### src/rtl/sensor_cmd_pkg.sv
// Command/response codes and scheduler state shared by the UART decoder,
// the sensor scheduler and the sensor connection block.
package sensor_cmd_pkg;

   localparam logic [7:0] CMD_READ_TEMP = 8'h01;
   localparam logic [7:0] CMD_READ_HUM  = 8'h02;
   localparam logic [7:0] CMD_LOOP_TEMP = 8'h03;
   localparam logic [7:0] CMD_LOOP_HUM  = 8'h04;
   localparam logic [7:0] CMD_STOP_TEMP = 8'h05;
   localparam logic [7:0] CMD_STOP_HUM  = 8'h06;
   localparam logic [7:0] CMD_RAW       = 8'hAC;

   localparam logic [7:0] RSP_SENSOR_ERR = 8'h07;
   localparam logic [7:0] RSP_SENSOR_OK  = 8'h08;
   localparam logic [7:0] RSP_TEMP       = 8'h09;
   localparam logic [7:0] RSP_LOOP_T_OFF = 8'h0A;
   localparam logic [7:0] RSP_LOOP_H_OFF = 8'h0B;
   localparam logic [7:0] RSP_HUM        = 8'h0C;
   localparam logic [7:0] RSP_LOOP_TEMP  = 8'h0D;
   localparam logic [7:0] RSP_LOOP_HUM   = 8'h0E;
   localparam logic [7:0] RSP_TIMEOUT    = 8'h1F;
   localparam logic [7:0] RSP_INVALID    = 8'h45;
   localparam logic [7:0] RSP_BUSY_LOOP  = 8'hFF;

   typedef enum logic [1:0] {
      ST_IDLE,
      ST_ISSUE,
      ST_WAIT,
      ST_RESPOND
   } sched_state_t;

   function automatic logic addr_ok(input logic [7:0] a, input int n);
      return (a != 8'd0) && (int'(a) <= n);
   endfunction

   function automatic logic is_loop_cmd(input logic [7:0] c);
      return (c >= CMD_LOOP_TEMP) && (c <= CMD_STOP_HUM);
   endfunction

endpackage

### src/rtl/rr_next_set.sv
// Finds the lowest set bit at or above a pointer, without wrapping;
// the caller treats "not found" as the end of a sweep.
module rr_next_set #(
   parameter int NUM_SENSORS = 32,
   parameter int PW = (NUM_SENSORS > 1) ? $clog2(NUM_SENSORS) : 1
) (
   input  logic [NUM_SENSORS-1:0] i_bits,
   input  logic [PW-1:0]          i_ptr,
   output logic                   o_found,
   output logic [PW-1:0]          o_idx
);

   always_comb begin
      o_found = 1'b0;
      o_idx   = '0;
      for (int i = NUM_SENSORS - 1; i >= 0; i--) begin
         if (i_bits[i] && (i >= int'(i_ptr))) begin
            o_found = 1'b1;
            o_idx   = PW'(i);
         end
      end
   end

endmodule

### src/rtl/escalonador_sensores.sv
// Arbitrates the shared sensor engine between host one-shot requests and
// the periodic continuous-sensing sweep; buffers one response for the UART.
module escalonador_sensores
   import sensor_cmd_pkg::*;
#(
   parameter int NUM_SENSORS    = 32,
   parameter int GAP_CYCLES     = 100_000_000,
   parameter int TIMEOUT_CYCLES = 5_000_000
) (
   input  logic                   clock,
   input  logic                   reset,
   input  logic                   host_valid,
   output logic                   host_ready,
   input  logic [7:0]             host_command,
   input  logic [7:0]             host_address,
   output logic                   eng_start,
   output logic [7:0]             eng_command,
   output logic [7:0]             eng_address,
   input  logic                   eng_done,
   input  logic [7:0]             eng_resp_command,
   input  logic [7:0]             eng_resp_value,
   output logic                   resp_valid,
   input  logic                   resp_ready,
   output logic [7:0]             resp_command,
   output logic [7:0]             resp_value,
   output logic [7:0]             resp_address,
   output logic [NUM_SENSORS-1:0] loop_active
);

   localparam int PW = (NUM_SENSORS > 1) ? $clog2(NUM_SENSORS) : 1;
   localparam int SW = (GAP_CYCLES > 1) ? $clog2(GAP_CYCLES) : 1;
   localparam int TW = (TIMEOUT_CYCLES > 1) ? $clog2(TIMEOUT_CYCLES) : 1;
   localparam logic [PW-1:0] LAST_IDX = PW'(NUM_SENSORS - 1);
   localparam logic [SW-1:0] GAP_LAST = SW'(GAP_CYCLES - 1);
   localparam logic [TW-1:0] TMO_LAST = TW'(TIMEOUT_CYCLES - 1);

   sched_state_t r_state;
   logic [NUM_SENSORS-1:0] r_loop;
   logic [NUM_SENSORS-1:0] r_kind;
   logic [SW-1:0] r_sweep;
   logic          r_pending;
   logic [PW-1:0] r_rr;
   logic [TW-1:0] r_tmo;
   logic [7:0]    r_code;
   logic          r_eng_start;
   logic [7:0]    r_eng_cmd;
   logic [7:0]    r_eng_addr;
   logic          r_resp_valid;
   logic [7:0]    r_resp_cmd;
   logic [7:0]    r_resp_val;
   logic [7:0]    r_resp_addr;

   logic          w_idle;
   logic          w_haddr_ok;
   logic [PW-1:0] w_hidx;
   logic          w_hloop;
   logic          w_poll;
   logic          w_sweep_wrap;
   logic          w_found;
   logic [PW-1:0] w_idx;
   logic          w_local;
   logic          w_issue;
   logic          w_set_loop;
   logic          w_clr_loop;
   logic          w_kind_hum;
   logic [7:0]    w_lresp;
   logic [7:0]    w_ecmd;
   logic [7:0]    w_eaddr;
   logic [7:0]    w_ecode;

   assign w_idle       = (r_state == ST_IDLE);
   assign w_haddr_ok   = addr_ok(host_address, NUM_SENSORS);
   assign w_hidx       = PW'(host_address - 8'd1);
   assign w_hloop      = r_loop[w_hidx];
   assign w_poll       = w_idle && !host_valid && r_pending;
   assign w_sweep_wrap = (r_sweep == GAP_LAST);

   rr_next_set #(
      .NUM_SENSORS(NUM_SENSORS)
   ) u_rr (
      .i_bits (r_loop),
      .i_ptr  (r_rr),
      .o_found(w_found),
      .o_idx  (w_idx)
   );

   // Host request wins over a pending sweep poll in the same cycle.
   always_comb begin
      w_local    = 1'b0;
      w_issue    = 1'b0;
      w_set_loop = 1'b0;
      w_clr_loop = 1'b0;
      w_kind_hum = 1'b0;
      w_lresp    = '0;
      w_ecmd     = '0;
      w_eaddr    = host_address;
      w_ecode    = '0;
      if (w_idle && host_valid) begin
         if (!w_haddr_ok) begin
            w_local = 1'b1;
            w_lresp = RSP_INVALID;
         end else if (host_command == CMD_STOP_TEMP ||
                      host_command == CMD_STOP_HUM) begin
            w_local    = 1'b1;
            w_clr_loop = 1'b1;
            w_lresp    = (host_command == CMD_STOP_TEMP) ?
                         RSP_LOOP_T_OFF : RSP_LOOP_H_OFF;
         end else if (w_hloop && !is_loop_cmd(host_command)) begin
            w_local = 1'b1;
            w_lresp = RSP_BUSY_LOOP;
         end else if (host_command == CMD_LOOP_TEMP ||
                      host_command == CMD_LOOP_HUM) begin
            w_issue    = 1'b1;
            w_set_loop = 1'b1;
            w_kind_hum = (host_command == CMD_LOOP_HUM);
            w_ecmd     = w_kind_hum ? CMD_READ_HUM : CMD_READ_TEMP;
            w_ecode    = w_kind_hum ? RSP_LOOP_HUM : RSP_LOOP_TEMP;
         end else if (host_command == CMD_READ_TEMP ||
                      host_command == CMD_READ_HUM ||
                      host_command == CMD_RAW) begin
            w_issue = 1'b1;
            w_ecmd  = host_command;
         end else begin
            w_local = 1'b1;
            w_lresp = RSP_INVALID;
         end
      end else if (w_poll && w_found) begin
         w_issue    = 1'b1;
         w_eaddr    = 8'(w_idx) + 8'd1;
         w_kind_hum = r_kind[w_idx];
         w_ecmd     = w_kind_hum ? CMD_READ_HUM : CMD_READ_TEMP;
         w_ecode    = w_kind_hum ? RSP_LOOP_HUM : RSP_LOOP_TEMP;
      end
   end

   // A counter wrap during a sweep just keeps pending set: no queueing.
   always_ff @(posedge clock) begin
      if (reset) begin
         r_sweep   <= '0;
         r_pending <= 1'b0;
         r_rr      <= '0;
      end else begin
         r_sweep <= w_sweep_wrap ? '0 : r_sweep + 1'b1;
         if (w_poll) begin
            if (!w_found || w_idx == LAST_IDX)
               r_rr <= '0;
            else
               r_rr <= w_idx + 1'b1;
         end
         if (w_sweep_wrap)
            r_pending <= 1'b1;
         else if (w_poll && (!w_found || w_idx == LAST_IDX))
            r_pending <= 1'b0;
      end
   end

   always_ff @(posedge clock) begin
      if (reset) begin
         r_state      <= ST_IDLE;
         r_loop       <= '0;
         r_kind       <= '0;
         r_tmo        <= '0;
         r_code       <= '0;
         r_eng_start  <= 1'b0;
         r_eng_cmd    <= '0;
         r_eng_addr   <= '0;
         r_resp_valid <= 1'b0;
         r_resp_cmd   <= '0;
         r_resp_val   <= '0;
         r_resp_addr  <= '0;
      end else begin
         r_eng_start <= 1'b0;
         if (w_set_loop) begin
            r_loop[w_hidx] <= 1'b1;
            r_kind[w_hidx] <= w_kind_hum;
         end
         if (w_clr_loop)
            r_loop[w_hidx] <= 1'b0;
         unique case (r_state)
            ST_IDLE: begin
               if (w_local) begin
                  r_resp_valid <= 1'b1;
                  r_resp_cmd   <= w_lresp;
                  r_resp_val   <= w_lresp;
                  r_resp_addr  <= w_eaddr;
                  r_state      <= ST_RESPOND;
               end else if (w_issue) begin
                  r_eng_start <= 1'b1;
                  r_eng_cmd   <= w_ecmd;
                  r_eng_addr  <= w_eaddr;
                  r_code      <= w_ecode;
                  r_state     <= ST_ISSUE;
               end
            end
            ST_ISSUE: begin
               r_tmo   <= '0;
               r_state <= ST_WAIT;
            end
            ST_WAIT: begin
               if (eng_done) begin
                  r_resp_cmd <= (r_code != 8'h00) ? r_code : eng_resp_command;
                  r_resp_val <= eng_resp_value;
               end else if (r_tmo == TMO_LAST) begin
                  r_resp_cmd <= RSP_TIMEOUT;
                  r_resp_val <= RSP_TIMEOUT;
               end else begin
                  r_tmo <= r_tmo + 1'b1;
               end
               if (eng_done || r_tmo == TMO_LAST) begin
                  r_resp_valid <= 1'b1;
                  r_resp_addr  <= r_eng_addr;
                  r_eng_cmd    <= '0;
                  r_eng_addr   <= '0;
                  r_state      <= ST_RESPOND;
               end
            end
            ST_RESPOND: begin
               if (resp_ready) begin
                  r_resp_valid <= 1'b0;
                  r_state      <= ST_IDLE;
               end
            end
            default: r_state <= ST_IDLE;
         endcase
      end
   end

   assign host_ready   = w_idle && !reset;
   assign eng_start    = r_eng_start;
   assign eng_command  = r_eng_cmd;
   assign eng_address  = r_eng_addr;
   assign resp_valid   = r_resp_valid;
   assign resp_command = r_resp_cmd;
   assign resp_value   = r_resp_val;
   assign resp_address = r_resp_addr;
   assign loop_active  = r_loop;

endmodule

### config.mk
export PLATFORM = sky130hd
export DESIGN_NAME = escalonador_sensores
export DESIGN_NICKNAME = d
export VERILOG_FILES = /design/src/rtl/sensor_cmd_pkg.sv /design/src/rtl/rr_next_set.sv /design/src/rtl/escalonador_sensores.sv
export SDC_FILE = /design/constraint.sdc
export NUM_CORES = 1
export LEC_CHECK = 0
export ABC_CLOCK_PERIOD_IN_PS = 5300
export CAP_MARGIN = 30
export CORE_MARGIN = 1
export CORE_UTILIZATION = 47
export DETAILED_ROUTE_END_ITERATION = 8
export GPL_ROUTABILITY_DRIVEN = 0
export PLACE_DENSITY = 0.69
export RECOVER_POWER = 100
export SKIP_LAST_GASP = 1
export SLEW_MARGIN = 20
export SYNTH_ARGS = -nofsm -noshare
export SYNTH_HDL_FRONTEND = slang
export SYNTH_SLANG_ARGS = --single-unit
### constraint.sdc
create_clock -name clock -period 5.3 [get_ports clock]
set_clock_uncertainty 0.05 [all_clocks]
set_input_delay 0.795 -clock clock [delete_from_list [all_inputs] [get_ports clock]]
set_output_delay 0.795 -clock clock [all_outputs]
set_load 0.02 [all_outputs]
After elaboration in Yosys (flattened, before gate mapping)
Index checks and enable logic that the tools add are counted. W data, S select, Z words.

Flip-flop bits (word level): 172. Output and inout bits: 75.

Order comparisons: 37. Reductions and logical operators: 67. Equality and inequality tests: 22. Mux-type cells: 160. Bitwise operators: 5. Add/sub/neg operators: 5.

Operators with widths (number): $mux W8 (25); $mux W5 (33); $mux W32 (3); $pmux W8 S2 (5); $ge A5 B5 Y1 const A (15); $mux W1 (69); $mux W23 (2); $pmux W23 S2 (1); $logic_and A1 B1 Y1 (41); $ge A4 B5 Y1 const A (8); $and A32 B32 Y32 (1); $bwmux W32 (1); $not A32 Y32 (1); $or A32 B32 Y32 (1); $add A27 B1 Y27 const B (1); $eq A27 B27 Y1 const B (1); $eq A8 B3 Y1 const B (3); $add A23 B1 Y23 const B (1); $eq A23 B23 Y1 const B (1); $ge A3 B5 Y1 const A (4); $mux W4 (5); $mux W2 (9); $eq A8 B2 Y1 const B (2); $reduce_bool A8 Y1 (2); other kinds (34) (61).

Longest topological paths before layout
Gate-level depths: netlist of the first run.

Depth in word-level cells: 41. Mapped depth: 19. Gate-level depth less buffers: 15.

By module
A second synthesis of the first run with hierarchy kept.

Cells, all modules: 1122. Area, all modules: 9160.0 um2.

Modules (own cells, without submodules): escalonador_sensores (instances 1, seq. area each 3343.2 um2, area each 8177.8 um2, cells each 958); rr_next_set (instances 1, seq. area each 0.0 um2, area each 982.2 um2, cells each 164).

Worst setup path before layout of the first run
Ideal clock, no wire load.

Path type: input to register. Start point: input port host_address[0]. End point: register r_loop[16], in the netlist loop_active[16]. Stages on the path: 16. Buffers on the path: 4. Setup slack: 0.838 ns. Data arrival time: 4.326 ns. Path through: buf_2 -> inv_1 -> ha_1 -> buf_1 -> mux4_2 -> mux4_2 -> nand2_1 -> a31oi_1 -> nor4_1 -> nand2_1 -> a21oi_1 -> and2_1 -> clkbuf_1 -> buf_2 -> a21oi_1 -> a211oi_1.

Word-level cells in the longest chain between the ends: 12.

Ends and longest elaborated chain: from (decl) (line escalonador_sensores.sv:15) `input logic [7:0] host_address,`; $sub A5 B1 Y5 (line escalonador_sensores.sv:73) `assign w_hidx = PW'(host_address - 8'd1);`; $bmux W1 S5 (line escalonador_sensores.sv:74) `assign w_hloop = r_loop[w_hidx];`; $mux W1 (implied by the code) (line escalonador_sensores.sv:74); $logic_and A1 B1 Y1 (line escalonador_sensores.sv:108) `end else if (w_hloop && !is_loop_cmd(host_command)) begin`; $mux W1 (line escalonador_sensores.sv:108); $mux W1 (line escalonador_sensores.sv:102) `end else if (host_command == CMD_STOP_TEMP ||`; $mux W1 (line escalonador_sensores.sv:99) `if (!w_haddr_ok) begin`; $mux W1 (line escalonador_sensores.sv:98) `if (w_idle && host_valid) begin`; $mux W32 (line escalonador_sensores.sv:173) `if (w_set_loop) begin`; $mux W32 (line escalonador_sensores.sv:158) `if (reset) begin`; $and A32 B32 Y32 (no source line); $mux W32 * (line escalonador_sensores.sv:177) `if (w_clr_loop)`; to (signal assigned) (line escalonador_sensores.sv:160) `r_loop <= '0;`; to (signal, indexed assignment) (line escalonador_sensores.sv:174) `r_loop[w_hidx] <= 1'b1;`; to (signal, indexed assignment) (line escalonador_sensores.sv:178) `r_loop[w_hidx] <= 1'b0;`; to (decl) (line escalonador_sensores.sv:38) `logic [NUM_SENSORS-1:0] r_loop;`.

Every way passes the cells marked *; elsewhere a longest branch is shown, timed or not. The select of a mux whose other input is x is not followed. A chain may end at the register's enable or synchronous reset.

Final worst setup path of the first run
Start point: input port host_address[1]. End point: register r_kind[26].

Word-level cells in the longest chain between the ends: 9.

Ends and longest elaborated chain: $sub A5 B1 Y5 (line escalonador_sensores.sv:73); $bmux W1 S5 (line escalonador_sensores.sv:74); $mux W1 (implied by the code) (line escalonador_sensores.sv:74); $logic_and A1 B1 Y1 (line escalonador_sensores.sv:108); $mux W1 (line escalonador_sensores.sv:108); $mux W1 (line escalonador_sensores.sv:102); $mux W1 (line escalonador_sensores.sv:99); $mux W1 (line escalonador_sensores.sv:98); $bwmux W32 (line escalonador_sensores.sv:175) `r_kind[w_hidx] <= w_kind_hum;`; to (signal, indexed assignment) (line escalonador_sensores.sv:175); to (decl) (line escalonador_sensores.sv:39) `logic [NUM_SENSORS-1:0] r_kind;`.

Parallel ways exist; a longest one is shown, timed or not. The select of a mux whose other input is x is not followed.

==> metrics.yaml, run 1 <==
cells_and_area:
  area_delta_synth_final_pct: 19.95
  layout_commonest_cell: "dfxtp_1"
  nets: 1230
  stdcell_area_mm2: 0.01112
  antenna_cells: 0
  post-route-util: 0.5735
  fill_cells: 1797
  layout_common_cells: "dfxtp_1 (167), nor2_1 (130), a21oi_1 (114), nand2_1 (79), dlygate4sd3_1 (76)"
  drive_gt1_frac: 0.09832
synth:
  synth_area_leader_cell: "dfxtp_1"
  synthCells: 1103
  syn_nets: 1155
  yosysSeqAreaShare: 0.3605
  ys_warn_count: 0
  synthDominantCellAreaShare: 0.3605
  async_flop_share: 0
  synthFlopType: "dfxtp_1"
  syn_area_per_cell_um2: 8.408
  netlist_top_cells_area: "dfxtp_1 (36%), a21oi_1 (6.2%), nor2_1 (5.3%)"
  ys_ff_latch: 167
  netlist_area_mm2: 0.009274
  synth-edff-count: 0
  synth.distinct_cells: 78
place:
  portBuffers: 111
  dpl_cell_area_mm2: 0.01057
  dp_hpwl_um: 18460
floorplan:
  die_w_um: 142.5
  die_h_um: 142.5
  rows: 51
  coreArea_mm2: 0.01940
  io_pins: 112
  dieArea_mm2: 0.02030
  initial_core_util: 0.4781
timing:
  timing.hold.ws_ns: 0.4001
  clock.fmax_ghz: 0.2035
  tns_ns: 0
  fin_crit_ns: 4.913
  setup_viol: 0
  maxSlewViolCount: 56
  rsz0062_at_grt: "no"
  worst_pin_slew_ns: 2.692
  finalCritPeriodShare: 0.9270
  maxSlewHeadroom: -0.7949
  finalHoldViolCount: 0
global_routing:
  grt_max_degree: 64
  grt_pass1_vias: 7860
  gr-total-overflow: 0
  grt_pass1_wl_um: 41810
  antenna_found_initial: 0
  grt_use_total: 0.2596
pwr:
  intPower_mw: 2.383
  max-vdd-ir-drop_mv: 0.2299
  comb_power_share: 0.243
  clockPowerShare: 0.353
  switching_power_mw: 1.124
  p_seq_frac: 0.403
  swShare: 0.3206
  power.density_mw_per_mm2: 315.3
  p_leak_nw: 3.917
clock_tree:
  cts_buffers: 17
  clk_pin_slew_ns: 0.06
  ctsResizeCount: 0
  hold_buffers: 0
  clockBufferDepth: 2
  clock-root-buffer: "clkbuf_16"
  cts_tree: "built"
  cts_sinks: 167
  postCtsSetupBuffers: 0
  htreeDepth: 4
  insertion_delay_ns: 0.43
drt:
  drtPass1Iterations: 7
  drc: 0
  ant_nets: 0
  routedWlPerCell_um: 18.02
  viasPerCell: 6.051
  vias: 8804
  drt_first_iter_violations: 677
  routed_wl_um: 26220
status:
  status: "complete, but fails checks"
  violations: "max-capacitance violations, max-slew violations"
critical_path:
  required_ns: 5.58
  critPathArrivalTime_ns: 5.20
  crit_buf_inv: 3
  worst-path-max-fanout: 24
  critPathKind: "in -> reg"
  cp_top_family: "buffers and inverters"
  critPathMaxStageDelay_ns: 0.66
  worstSetupStartpointType: "input port"
  cpMaxStageDelayCell: "dlygate4sd3_1"
  cp_cell_sequence: "dlygate4sd3_1, inv_1, ha_1, mux4_2, mux4_2, nand2_1, a31oi_1, nor4_1, nand2_1, a21oi_1, and2_0, clkbuf_2, a21oi_1, a311oi_2"
  cp-end-kind: "flop"
job:
  drv_cap: 1
min_path:
  hold_class: "reg -> reg"
layout make-up:
class                   count  area [um2]  area share
clock inverters            11       137.6     0.01237
clock buffers              20       446.7     0.04015
inverters                  23       86.33    0.007761
well taps                 265       331.6     0.02981
multi-input cells         831        5489      0.4934
repair buffers            138        1290      0.1160
flip-flops and latches    167        3343      0.3005
per-layer routing:
metal / up-vias / global-route usage / wire (um)
li1: 4242 / - / -
met3: 46 / 0.04139 / 1567
met4: 0 / 0.08376 / 578
met2: 332 / 0.4076 / 12150
met1: 4184 / 0.3619 / 11920
met5: - / 0 / 0
synth_stat cells, types with 8 or more instances:
library cell,count
or2_2,10
mux2i_1,18
nand3_1,39
buf_1,8
and2_1,18
a311oi_2,29
or3_1,11
a21oi_1,114
buf_2,22
xor2_1,30
inv_1,21
a31oi_1,11
mux4_2,9
a211oi_1,59
a22oi_1,9
xnor2_1,19
o21ai_0,27
o211ai_1,8
dfxtp_1,167
nand4_1,17
nand2_1,79
a311oi_1,12
nand2b_1,9
and3_1,25
clkbuf_1,45
a21o_1,8
nor3_1,19
nor3b_1,8
ha_1,15
nor2_1,130
cell families (layout without fill, tap and decap cells):
family          count (synthesis)  in the layout  share of synthesized area
flops                         167            167                     0.3605
xor+xnor                       49             49                    0.04628
compound gates                340            340                     0.2694
buf+inv                       105            192                    0.05032
simple gates                  400            400                     0.2120
fa+ha+maj                      15             15                    0.02024
mux                            27             27                    0.04128
final timing paths:
| path | to | slack (ns) | startpoint | cells past startpoint |
|---|---|---|---|---|
| setup / recovery | r_kind[26]$_SDFFE_PP0P_ | 0.39 | host_address[1] | 14 |
| hold / removal | r_sweep[0]$_SDFF_PP0_ | 0.40 | r_sweep[0]$_SDFF_PP0_ | 1 |
| setup reg to reg | r_kind[13]$_SDFFE_PP0P_ | 0.53 | r_rr[2]$_SDFFE_PP0P_ | 13 |
| hold reg to reg | r_sweep[0]$_SDFF_PP0_ | 0.40 | r_sweep[0]$_SDFF_PP0_ | 1 |
metrics by stage:
step	setup slack, ns	cells	power (mW)
2_1_floorplan	0.8383	1103	1.986
3_3_place_gp	0.4635	1423	2.325
3_5_place_dp	0.3704	1424	2.334
4_1_cts	0.5953	1455	3.567
5_1_grt	0.1113	1455	3.670
6_report	0.3868	1455	3.507
registers in the layout, indices dropped and copies added, names as in the netlist, 8 cells and up:
name / flops
loop_active: 32
r_kind: 32
r_sweep: 27
r_tmo: 23
eng_address: 8
eng_command: 8
resp_address: 8
resp_command: 8
resp_value: 8
power by group through the flow:
stage / logic, mW / clock network [mW] / registers (mW)
detailed placement: 0.890 / 0 / 1.44
global placement: 0.882 / 0 / 1.44
global route: 0.936 / 1.31 / 1.43
finish: 0.853 / 1.24 / 1.41
floorplan: 0.448 / 0 / 1.54
CTS: 0.892 / 1.26 / 1.42
(Power assumes the default switching activity.)
==> run 2, diff against run 1 <==
ABC_CLOCK_PERIOD_IN_PS = 5100   (was 5300)
RECOVER_POWER = default   (was 100)
clock period = 5.1 ns   (was 5.3 ns; I/O delays follow)
==> metrics.yaml, run 2 (synthesis gave the netlist of run 1 again) <==
pwr:
  power.density_mw_per_mm2: 332.0
  clockPowerShare: 0.358
  switching_power_mw: 1.198
  p_leak_nw: 3.811
  intPower_mw: 2.570
  p_seq_frac: 0.390
  comb_power_share: 0.253
  swShare: 0.3179
  max-vdd-ir-drop_mv: 0.2689
place:
  portBuffers: 111
  dpl.cell_count: 1435
  dp_hpwl_um: 18760
critical_path:
  cpMostUsedCell: "buf_4"
  critPathMaxStageDelay_ns: 0.55
  rr_worst_depth: 14
  required_ns: 5.39
  worst-path-max-fanout: 33
  critPathArrivalTime_ns: 5.02
  cp-end-kind: "flop"
  cp_cell_sequence: "buf_4, or4_1, o211ai_1, nor2_1, a311oi_1, a21oi_1, buf_4, mux2i_1, and3_1, a2111oi_0, buf_4, a41oi_1, o21a_4, a311oi_2"
  worstSetupStartpointType: "flop"
  cpMaxStageDelayCell: "a311oi_1"
  r2r_setup_slack_ns: 0.37
  critPathKind: "reg -> reg"
timing:
  maxSlewHeadroom: 0.4143
  rsz0062_at_grt: "no"
  tns_ns: 0
  timing.hold.ws_ns: 0.3979
  finalHoldViolCount: 0
  fin_crit_ns: 4.726
  maxSlewViolCount: 0
  finalCritPeriodShare: 0.9267
  clock.fmax_ghz: 0.2116
  setup_viol: 0
  worst_pin_slew_ns: 0.8713
cells_and_area:
  layout_commonest_cell: "dfxtp_1"
  drive_gt1_frac: 0.1139
  antenna_cells: 0
  nets: 1243
  layout_common_cells: "dfxtp_1 (167), nor2_1 (130), a21oi_1 (114), clkdlybuf4s50_1 (110), nand2_1 (79)"
  fin_cells: 1468
  post-route-util: 0.5851
  fill_cells: 1785
  area_delta_synth_final_pct: 22.38
  regArea_mm2: 0.003343
  multi_input_area_mm2: 0.005489
min_path:
  hold_class: "reg -> reg"
  whs_path_depth: 1
clock_tree:
  clk_pin_slew_ns: 0.07
  cts_tree: "built"
  hold_buffers: 0
  clockBufferDepth: 2
  clock-root-buffer: "clkbuf_16"
  htreeDepth: 4
  insertion_delay_ns: 0.43
  postCtsSetupBuffers: 0
  ctsResizeCount: 0
  cts_sinks: 167
  cts_buffers: 17
drt:
  drt_first_iter_violations: 767
  routedWlPerCell_um: 18.20
  ant_nets: 0
  viasPerCell: 5.995
  routed_wl_um: 26720
  drtPass1Iterations: 5
  vias: 8800
  drc: 0
job:
  drv_cap: 0
floorplan:
  die_h_um: 142.5
  initial_core_util: 0.4781
  io_pins: 112
  dieArea_mm2: 0.02030
  coreArea_mm2: 0.01940
  rows: 51
  die_w_um: 142.5
status:
  status: "finished, final reports clean"
global_routing:
  grt_use_total: 0.2688
  grt_max_degree: 85
  grt_pass1_vias: 8014
  antenna_found_initial: 0
  gr-total-overflow: 0
  grt_pass1_wl_um: 42860
-- run 2: path summary, 6_finish.rpt --
| path | startpoint | end |
|---|---|---|
| worst max register to register | r_rr[1]$_SDFFE_PP0P_ | r_kind[12]$_SDFFE_PP0P_ |
| worst min register to register | r_sweep[0]$_SDFF_PP0_ | r_sweep[0]$_SDFF_PP0_ |
| worst max-delay path | r_rr[1]$_SDFFE_PP0P_ | r_kind[12]$_SDFFE_PP0P_ |
| worst min-delay path | r_sweep[0]$_SDFF_PP0_ | r_sweep[0]$_SDFF_PP0_ |
-- run 2: power groups by stage --
| stage | registers (mW) | logic [mW] | clock network [mW] |
|---|---|---|---|
| floorplan | 1.60 | 0.466 | 0 |
| global placement | 1.50 | 0.936 | 0 |
| detailed placement | 1.50 | 0.944 | 0 |
| CTS | 1.47 | 0.948 | 1.36 |
| global route | 1.48 | 1.04 | 1.41 |
| finish | 1.47 | 0.951 | 1.35 |
-- run 2: metal layers --
layer / vias up / part of all wire / GRT usage
met5: - / 0 / 0
li1: 4272 / - / -
met4: 0 / 0.027 / 0.1058
met3: 43 / 0.064 / 0.05249
met1: 4160 / 0.45 / 0.3586
met2: 325 / 0.46 / 0.4260
-- run 2: critical path, delay by kind of cell (launching register included) --
family | cells | cell delay [ns]
flops | 1 | 0.52
compound gates | 7 | 2.32
mux | 1 | 0.15
buf+inv | 3 | 0.71
simple gates | 3 | 0.84
-- run 2: through the flow --
step                      cell area, um2  setup slack [ns]  power (mW)
after detailed placement           10690            0.3861       2.440
after global routing               11350           0.02652       3.929
final                              11350            0.3739       3.768
after floorplan                     9274            0.6683       2.064
after CTS                          11310            0.3976       3.777
after global placement             10690            0.4497       2.431
-- run 2: cell type report --
cell class / instances / share of cell area
Clock buffer: 21 / 0.04233
Clock inverter: 10 / 0.01169
Inverter: 23 / 0.007607
Multi-Input combinational cell: 831 / 0.4836
Sequential cell: 167 / 0.2946
Tap cell: 265 / 0.02921
Timing Repair Buffer: 151 / 0.1310
